--- src/rtl/gen_monitor.sv ---
// rtl/gen_monitor.sv - Game of Life generation monitor: population, generation count, still/osc2/extinct flags
module gen_monitor #(
  parameter int WIDTH   = 8,
  parameter int REGBITS = 3,
  parameter int GENBITS = 16,
  localparam int NROWS  = 1 << REGBITS,
  localparam int POPW   = REGBITS + $clog2(WIDTH) + 1
) (
  input  logic               ph1,
  input  logic               reset,
  input  logic               clear,
  input  logic               row_valid,
  input  logic [REGBITS-1:0] row_addr,
  input  logic [WIDTH-1:0]   row_data,
  output logic [POPW-1:0]    population,
  output logic [GENBITS-1:0] gen_count,
  output logic               extinct,
  output logic               still,
  output logic               osc2,
  output logic               status_valid,
  output logic               seq_err
);

  typedef enum logic [1:0] {
    IDLE  = 2'd0,
    ACCUM = 2'd1,
    EVAL  = 2'd2
  } state_t;

  state_t                        state;
  logic [REGBITS-1:0]            exp_row;
  logic [POPW-1:0]               acc;
  logic [1:0]                    hist;
  logic [NROWS-1:0][WIDTH-1:0]   cur;
  logic [NROWS-1:0][WIDTH-1:0]   prev1;
  logic [NROWS-1:0][WIDTH-1:0]   prev2;

  logic [POPW-1:0]               row_pop;
  logic                          last_row;

  function automatic logic [POPW-1:0] popcount(input logic [WIDTH-1:0] v);
    logic [POPW-1:0] n;
    n = '0;
    for (int i = 0; i < WIDTH; i++) begin
      n = n + POPW'(v[i]);
    end
    return n;
  endfunction

  assign row_pop  = popcount(row_data);
  assign last_row = (row_addr == REGBITS'(NROWS - 1));

  // Row sequencing, shadow-board capture and end-of-generation evaluation
  always_ff @(posedge ph1 or negedge reset) begin
    if (!reset) begin
      state        <= IDLE;
      exp_row      <= '0;
      acc          <= '0;
      hist         <= '0;
      cur          <= '0;
      prev1        <= '0;
      prev2        <= '0;
      population   <= '0;
      gen_count    <= '0;
      extinct      <= 1'b0;
      still        <= 1'b0;
      osc2         <= 1'b0;
      status_valid <= 1'b0;
      seq_err      <= 1'b0;
    end else begin
      status_valid <= 1'b0;
      if (clear) begin
        // Board history is left in place; hist = 0 makes it irrelevant.
        state      <= IDLE;
        exp_row    <= '0;
        acc        <= '0;
        hist       <= '0;
        population <= '0;
        gen_count  <= '0;
        extinct    <= 1'b0;
        still      <= 1'b0;
        osc2       <= 1'b0;
        seq_err    <= 1'b0;
      end else begin
        case (state)
          IDLE: begin
            if (row_valid) begin
              if (row_addr == '0) begin
                cur[row_addr] <= row_data;
                acc           <= row_pop;
                exp_row       <= REGBITS'(1);
                state         <= last_row ? EVAL : ACCUM;
              end else begin
                seq_err <= 1'b1;
              end
            end
          end
          ACCUM: begin
            if (row_valid) begin
              if (row_addr == '0) begin
                // An early row 0 is a restart, not an error.
                cur[row_addr] <= row_data;
                acc           <= row_pop;
                exp_row       <= REGBITS'(1);
                state         <= last_row ? EVAL : ACCUM;
              end else if (row_addr == exp_row) begin
                cur[row_addr] <= row_data;
                acc           <= acc + row_pop;
                exp_row       <= exp_row + REGBITS'(1);
                if (last_row) begin
                  state <= EVAL;
                end
              end else begin
                seq_err <= 1'b1;
                acc     <= '0;
                exp_row <= '0;
                state   <= IDLE;
              end
            end
          end
          EVAL: begin
            if (row_valid) begin
              seq_err <= 1'b1;
            end
            population   <= acc;
            extinct      <= (acc == '0);
            still        <= (hist != 2'd0) && (cur == prev1);
            osc2         <= (hist == 2'd2) && (cur == prev2) && (cur != prev1);
            prev2        <= prev1;
            prev1        <= cur;
            hist         <= (hist == 2'd2) ? 2'd2 : hist + 2'd1;
            if (gen_count != '1) begin
              gen_count <= gen_count + GENBITS'(1);
            end
            status_valid <= 1'b1;
            exp_row      <= '0;
            state        <= IDLE;
          end
          default: begin
            state   <= IDLE;
            exp_row <= '0;
          end
        endcase
      end
    end
  end

endmodule

--- config.mk ---
export PLATFORM = sky130hd
export DESIGN_NAME = gen_monitor
export DESIGN_NICKNAME = d
export VERILOG_FILES = /design/src/rtl/gen_monitor.sv
export SDC_FILE = /design/constraint.sdc
export NUM_CORES = 1
export LEC_CHECK = 0
export CAP_MARGIN = 10
export CORE_UTILIZATION = 35
export CTS_BUF_LIST = sky130_fd_sc_hd__clkbuf_4
export DETAILED_ROUTE_END_ITERATION = 8
export GPL_TIMING_DRIVEN = 0
export PLACE_DENSITY = 0.54
export REMOVE_ABC_BUFFERS = 1
export SYNTH_ARGS = -nofsm -noshare
export SYNTH_HDL_FRONTEND = slang
export SYNTH_SLANG_ARGS = --single-unit
--- constraint.sdc ---
create_clock -name ph1 -period 2.5 [get_ports ph1]
set_input_delay 0.5 -clock ph1 [delete_from_list [all_inputs] [get_ports ph1]]
set_output_delay 0.5 -clock ph1 [all_outputs]
set_load 0.01 [all_outputs]
## Word-level counts from Yosys, hierarchy flattened

Index checks and enable logic that the tools add are counted.

- Eq/ne operators: 21
- Muxes and demuxes: 56
- Reduce and logical (&&, ||, !) cells: 20
- $lt $le $gt $ge: 2
- Add/sub/neg operators: 11
- Bitwise operators: 1

Operator list:

| cell | count |
|---|---|
| $mux 64 | 5 |
| $eq 64x64->1 | 2 |
| $pmux 64 s2 | 1 |
| $bwmux 64 | 1 |
| $ne 64x64->1 | 1 |
| $mux 7 | 8 |
| $mux 16 | 3 |
| $demux 8 s3 | 1 |
| $ne 3x3->1 const B | 8 |
| $mux 2 | 11 |
| $mux 3 | 6 |
| $add 16x1->16 const B | 1 |
| $ne 16x16->1 const B | 1 |
| $mux 1 | 15 |
| $pmux 7 s2 | 1 |
| $mux 8 | 1 |
| $reduce_and 4->1 | 2 |
| $reduce_bool 2->1 | 4 |
| $add 6x1->7 | 1 |
| $add 7x1->7 | 1 |
| $add 7x7->7 | 1 |
| $logic_not 7->1 | 1 |
| $reduce_and 7->1 | 1 |
| $add 5x1->6 | 1 |
| other kinds (26) | 33 |

- Flip-flop bits (word level): 234
- Output and inout bits: 28
- Logic and storage cells: 146
- Input bits: 15

## Longest topological paths before layout

- Depth after elaboration: 13
- Depth in mapped cells: 14

## Worst setup path before layout

OpenSTA, ideal clock, no wires.

- Kind: input -> register
- From: input row_data[0]
- To: register acc[6]
- Data arrival time: 3.825 ns
- Setup time: 0.121 ns
- Stages: 13
- Path slack: -1.446 ns
- Buffers on the path: 0
- Cell sequence: inv_1 fa_1 fa_1 fa_1 inv_1 ha_1 fa_1 fa_1 a21o_1 a21o_1 nand3_1 nor2_1 a22o_1

- Longest elaborated chain between the ends: 13
- Elaborated cells between the ends (all ways): 15
- Those cells by class: add/sub (8); mux (7)

Ends and longest elaborated chain:

| element | line | source |
|---|---|---|
| from (decl) | 14 | `input logic [WIDTH-1:0] row_data,` |
| $add 1x1->2 * | 45 | `n = n + POPW'(v[i]);` |
| $add 2x1->3 * | 45 |  |
| $add 3x1->4 * | 45 |  |
| $add 4x1->5 * | 45 |  |
| $add 5x1->6 * | 45 |  |
| $add 6x1->7 * | 45 |  |
| $add 7x1->7 * | 45 |  |
| $add 7x7->7 | 108 | `acc <= acc + row_pop;` |
| $mux 7 | 106 | `end else if (row_addr == exp_row) begin` |
| $mux 7 | 100 | `if (row_addr == '0) begin` |
| $mux 7 | 99 | `if (row_valid) begin` |
| $pmux 7 s2 * | 85 | `case (state)` |
| $mux 7 * | 72 | `if (clear) begin` |
| to (signal assigned) | 90 | `acc <= row_pop;` |
| to (signal assigned) | 103 | `acc <= row_pop;` |
| to (signal assigned) | 108 |  |
| to (decl) | 32 | `logic [POPW-1:0] acc;` |

Mark *: on every way between the ends. The rest lies on a longest branch, timed or not. The select of a mux whose other input is x is not followed.
A chain may end at the register's enable or synchronous reset.

## Worst setup path after layout

Ends and elaborated chain as after synthesis.

==> results.toml <==
[timing]
fmax_mhz = 294
fin_setup_tns_ps = -4950
period_needed_ps = 3400
max_slew.worst_pin.slew_ps = 1010
fin_hold_ws_ps = 72.1
finalClockSkew_ps = 35.1
hold_violations = 0
slew_viol_final = 0
period_share_pct = 136
setup_viol = 9
rsz0062_at_grt = "yes"
max_slew_margin_pct = 32.7
setup_slack_ps = -903

[power]
ir_drop_mv = 0.344
power_w = 0.00895
powerDensity_nw_per_um2 = 675
combinationalPowerShare_pct = 12.4
pwr-share-clk_pct = 41.2
p_sw_w = 0.00246
p_int_w = 0.00650
p_sw_share_pct = 27.4
pwr-share-seq_pct = 46.4
leakage_nw = 7.24

[global_routing]
overflow = 0
grt_antenna_before_repair = 1
grt_max_degree = 94
grt_pass1_vias = 7950
grt_util_all_layers_pct = 17.2
grt_first_pass_wirelength_um = 43600

[clock_tree]
clk_pin_slew_worst_paths_ps = 70
max-clock-path-buffers = 3
cts_tree = "done"
clock_latency_ps = 690
cts.sinks = 234
cts_root_buf = "clkbuf_4"
htree_levels = 3
cts_buffers = 68

[floorplan]
num_io_pins = 43
core_area_um2 = 30800
dieArea_um2 = 32300
initial_utilization_pct = 35.9
std_cell_rows = 64
chipWidth_um = 180
die_h_um = 180

[place]
routabilityCongestion = 0.759
port_buffers = 42
dpl.hpwl_um = 16400
pre_cts_slack_ps = -2620
placed_cells = 1514

[synthesis]
synth-seq-cells = 234
syn_inst = 1114
synth_edf_count = 0
ys_seq_area_share_pct = 52.9
syn_area_um2 = 11100
yosysWarnings = 0
yosysUniqueCellTypes = 50
avgSynthCellArea_um2 = 9.93
async_flop_share_pct = 100
ys.flop_type = "dfrtp_1"

[setup_path]
critPathRequiredTime_ps = 3070
path_class = "in -> reg"
worstPathMaxFanout = 3
critPathLaunchType = "input pin"
arrival_ps = 3970
cp-end-kind = "flip-flop"

[route]
drc_errors = 1
wl_per_cell_um = 16.5
ant_nets = 0
avgViaCountPerCell = 4.80
drt-total-wl_um = 27300
drtIter0Drc = 460
drtPass1Iterations = 7
via_count = 7933

[cells_and_area]
final_common_cell = "nand2_1"
fill_cells = 3051
regArea_um2 = 5860
final_cell_mix = "405 x nand2_1, 234 x dfrtp_1, 123 x xor2_1, 102 x clkbuf_4, 57 x mux2_2"
fin_nets = 1245
syn_to_final_growth_pct = 19.8
multi_input_area_um2 = 5150
fin_cells = 1654
drive_above_1_share_pct = 18.5

[job]
drv_cap = 0

[hold_path]
hold_class = "in -> reg"

[run_status]
violations = "design-rule violations, negative setup slack"
outcome = "complete, but fails checks"
-- path summary, 6_finish.rpt --
path / slack [ps] / start / end / depth (start not counted)
setup / recovery: -900 / row_data[0] / acc[6] / 14
hold / removal: 70 / row_data[1] / cur[9] / 3
setup reg to reg: -20 / gen_count[2] / gen_count[14] / 6
hold reg to reg: 490 / prev2[25] / prev2[25] / 2
max in group asynchronous: 1280 / reset / cur[38] / 3
min in group asynchronous: 370 / reset / state[0] / 2
-- what timing repair did --
| item | in CTS | in global routing |
|---|---|---|
| cloned | 0 | 2 |
| setup buffers | 7 | 13 |
| endpoints found under the setup margin | 210 | 137 |
| gates resized for setup | 63 | 17 |
| pin swaps | 15 | 12 |
| hold buffers | 1 | 0 |
| endpoints found under the hold margin | 71 | 0 |
-- flip-flops by register name, summed over array words and instances (netlist names) --
signal,count
exp_row,3
osc2,1
extinct,1
acc,7
still,1
seq_err,1
hist,2
prev2,64
population,7
gen_count,16
status_valid,1
state,2
cur,64
prev1,64
-- per-stage QoR --
stage / util (%) / area [um2]
2_1_floorplan: - / 10900
3_3_place_gp: 38.3 / 11800
3_5_place_dp: 38.7 / 11900
4_1_cts: 42.3 / 13000
5_1_grt: 43.0 / 13300
6_report: 43.0 / 13300
-- worst max-delay path: stages --
cell	delay, ps
buf_12	100
inv_6	30
fa_1	540
fa_1	430
fa_1	530
inv_2	50
ha_4	150
fa_2	480
fa_2	390
a21o_1	180
a21o_1	210
nand3_2	100
nor2_2	40
a22o_1	230
-- layout make-up --
cell class / instances / share of cell area (%)
sequential: 234 / 44.2
multi-input combinational: 819 / 38.9
timing repair buffer: 67 / 5.89
clock buffer: 102 / 5.78
tap: 396 / 3.74
clock inverter: 15 / 0.821
inverter: 20 / 0.698
antenna: 1 / 0.0189
-- cell families (layout without fill, tap and decap cells) --
kind of cell | Yosys count | in the layout | share of synthesized area (%)
DFF | 234 | 234 | 52.9
AOI/OAI and AO/OA | 48 | 48 | 2.74
other | 0 | 1 | 0
xor gates and xnor gates | 146 | 146 | 11.6
muxes | 67 | 67 | 6.75
buffers and inverters | 63 | 204 | 2.31
and+or+nand+nor | 536 | 538 | 21.1
adders and majority gates | 20 | 20 | 2.60
-- cell usage after synthesis (2+ instances only) --
library cell  instances  area (um2)
xnor2_1              21         184
buf_6                 2        22.5
nor2b_1               5        31.3
mux2i_1               9        90.1
buf_2                 3        15.0
nand3b_1              2        15.0
nand3_1               5        25.0
a32o_1                2        20.0
inv_1                19        71.3
nor3b_4               2        37.5
dfrtp_1             234        5860
nor2_1               33         124
a222oi_1              3        30.0
nand4_1              20         125
nand2b_1              3        18.8
ha_1                 15         188
nand3b_2              2        22.5
mux2_2               57         642
nor4_1               31         194
and4_1                2        17.5
and2_1                2        12.5
fa_1                  5         100
xor2_1              125        1090
a21o_1                5        37.5
nor3_1                8        40.0
o21ai_0              14        70.1
or3_1                 5        31.3
o21ai_1               7        35.0
and3_1                2        12.5
clkbuf_1             31         116
nand2_1             406        1520
a22o_1                2        17.5
a21oi_1               9        45.0
buf_1                 7        26.3
-- routing by layer --
metal	track usage, %	share of wire (%)
met1	24.3	48
met2	25.4	45
met3	4.13	4.5
met4	6.79	2.0
met5	0	0
-- power by group through the flow --
stage                     combinational (W)  clock (W)  sequential [W]
after CTS                           0.00105    0.00385         0.00415
after global routing                0.00124    0.00404         0.00418
after detailed placement           0.000979          0         0.00422
after global placement             0.000951          0         0.00422
final                               0.00111    0.00369         0.00415
after floorplan                    0.000584          0         0.00419
Note: power is estimated with default switching activity, not from simulation.
==> RTL edit, RTL diff (same settings) <==
Change the parameter `WIDTH` from 8 to 16.
--- a/src/rtl/gen_monitor.sv
+++ b/src/rtl/gen_monitor.sv
@@ -1,6 +1,6 @@
 // rtl/gen_monitor.sv - Game of Life generation monitor: population, generation count, still/osc2/extinct flags
 module gen_monitor #(
-  parameter int WIDTH   = 8,
+  parameter int WIDTH   = 16,
   parameter int REGBITS = 3,
   parameter int GENBITS = 16,
   localparam int NROWS  = 1 << REGBITS,
Interface: changed (resized population and row_data); port bits go from 43 to 52. No check against the original RTL was run, so the function may have changed too.
==> RTL edit against the unedited design <==
- the run ends with negative setup slack left
- setup slack worse by 0.67 ns
- largest power group unchanged
- die area is 78% higher
- synthesized cell count is 86% higher
- count of clock-buffer cells in the layout is 78 higher
- sequential cell count is 194 higher
- first-iteration DRC count is 100% higher
- critical endpoint is now acc[7]
- final cell count is 86% higher
- total power is 150% higher
- critical path type unchanged
- synthesized area is 79% higher
- final area is 80% higher
- routed wire length is 110% higher
- combinational power grew to 5.9 times the old value
- sequential power is 130% higher
==> RTL edit: results (changes against the unedited design) <==
status=complete, but fails checks; failing checks=negative setup slack; worst path arrival time=4.85 ns (+0.88 ns); Leak=0.0120 uW (+66%); final wirelength=56.8 mm (+110%); Synth async-reset ratio=1.00 (unchanged); Crit-path slowest cell=fa_1; count of final setup violators=13 (+4); kind of cell adding the most delay to the critical path=adder cells; Global Route met3 Usage=0.0432 (+0.00189); register area share after synthesis=0.541 (+0.0117); Pre-Repair DR Iteration Count=5 (-2); Final WS setup=-1.57 ns (-0.667 ns); Worst-Skew Late Latency=0.90 ns (+0.21 ns); clock skew=0.0737 ns (+0.0386 ns); fin. max-slew vios=0 (unchanged); Synth Warn #=0 (unchanged); maximum vdd drop=0.411 mV (+20%); DRT iter0 DRCs=937 (+100%); biggest regs=cur: 128 flops, prev1: 128 flops, prev2: 128 flops; max_slew headroom=0.317 (-0.0101); Hold Crit Class=in -> reg; met2 Use GR=0.318 (+0.0642); CP Max Fanout=4 (+1); PortBufs=51 (+21%); ranking of synthesized cells by area=dfrtp_1 54%, nand2_1 16%, xnor2_1 7.0%; initial antenna violation count=2 (+1); largest net degree at the start of global routing=123 (+31%); NumNets Final=2290 (+84%); GRT met1 Usage=0.274 (+0.0311); Yosys cell types=56 (+12%); CP max stage delay=0.60 ns (+0.06 ns); TritonCTS buffer count=116 (+71%); post-DP HPWL=36.5 mm (+120%); All-Layer GR Usage=0.202 (+0.0295); Vias=14800 (+86%); Placement Setup Slack=-3.71 ns (-1.09 ns); Synth Flop Type=dfrtp_1; Post-synth top cells=819 x nand2_1, 428 x dfrtp_1, 159 x xnor2_1; layout cells sized above 1=0.174 (-0.0113); CTS clk-pin slew, worst paths=0.07 ns (about the same); GP Congestion=0.823 (+8.5%); global-route wire length before repair=87.1 mm (+100%)
[RTL edit: cell count changes after synthesis, sizes merged, moves of 7 or more]
cell | unedited run | this run
nand3 | 6 | 15
mux2 | 58 | 65
inv | 19 | 51
nand4 | 21 | 51
dfrtp | 234 | 428
xnor2 | 21 | 159
xor2 | 125 | 99
nor2 | 34 | 43
o21ai | 21 | 99
o22ai | 1 | 8
clkbuf | 31 | 66
nand2 | 406 | 820
[RTL edit: where the power goes]
part / total, uW / switching (uW) / internal, uW
clock network: 6350 / 3000 / 3350
registers: 9380 / 1270 / 8110
logic: 6500 / 3500 / 3000
total: 22200 / 7770 / 14500
[RTL edit: repair_timing]
action / 4_1_cts / 5_1_grt
pin swaps: 30 / 24
setup endpoints to repair: 384 / 47
gates cloned: 1 / 1
endpoints found under the hold margin: 88 / 0
setup buffers: 49 / 9
gates resized for setup: 124 / 49
hold buffers: 8 / 0
[RTL edit: cell type report]
| class | instances | area [sq um] |
|---|---|---|
| fill | 5450 | 31700 |
| sequential | 428 | 10700 |
| multi-input combinational | 1512 | 8940 |
| timing repair buffer | 129 | 1540 |
| clock buffer | 180 | 1350 |
| tap | 748 | 936 |
| inverter | 52 | 241 |
| clock inverter | 26 | 143 |
| antenna | 1 | 2.50 |
[RTL edit: kinds of logic after synthesis]
group	after synthesis	synth area share
and+or+nand+nor	999	0.209
buffers and inverters	134	0.0273
muxes	76	0.0441
adders and majority gates	28	0.0219
DFF	428	0.541
xor gates and xnor gates	258	0.114
AOI/OAI and AO/OA	150	0.0428
[RTL edit: worst paths after layout]
check / start / depth (start not counted) / endpoint / slack [ns]
max: row_data[1] / 19 / acc[7] / -1.57
min: row_data[11] / 2 / cur[59] / 0.04
max reg2reg: state[1] / 11 / cur[75] / -0.09
min reg2reg: prev1[116] / 2 / prev2[116] / 0.45
max in group asynchronous: reset / 4 / gen_count[3] / 0.95
min in group asynchronous: reset / 2 / prev2[56] / 0.18
[RTL edit: worst register-to-register path, stage by stage (launching register included)]
cell and delay (ns):
dfrtp_1 0.39, buf_6 0.13, inv_6 0.06, ha_4 0.15
mux2_4 0.17, nand3_4 0.10, or3_4 0.43, buf_6 0.14
nor3b_4 0.24, buf_6 0.18, buf_12 0.15, mux2_4 0.31
[RTL edit: per-stage QoR]
stage / std cells / util / instance area [sq um] / TNS, ns / power, uW
CTS: 3065 / 0.424 / 23600 / -11.12 / 22000
floorplan: 1991 / - / 19400 / -2349.09 / 12700
detailed placement: 2808 / 0.385 / 21400 / -551.50 / 14800
global placement: 2790 / 0.376 / 20900 / - / 14700
finish: 3076 / 0.430 / 23900 / -11.03 / 22200
global route: 3076 / 0.430 / 23900 / -12.51 / 23600
[RTL edit: layer usage]
layer,vias up,part of all wire
met3,100,0.056
li1,7069,-
met5,-,0
met4,0,0.025
met1,7268,0.46
met2,352,0.46
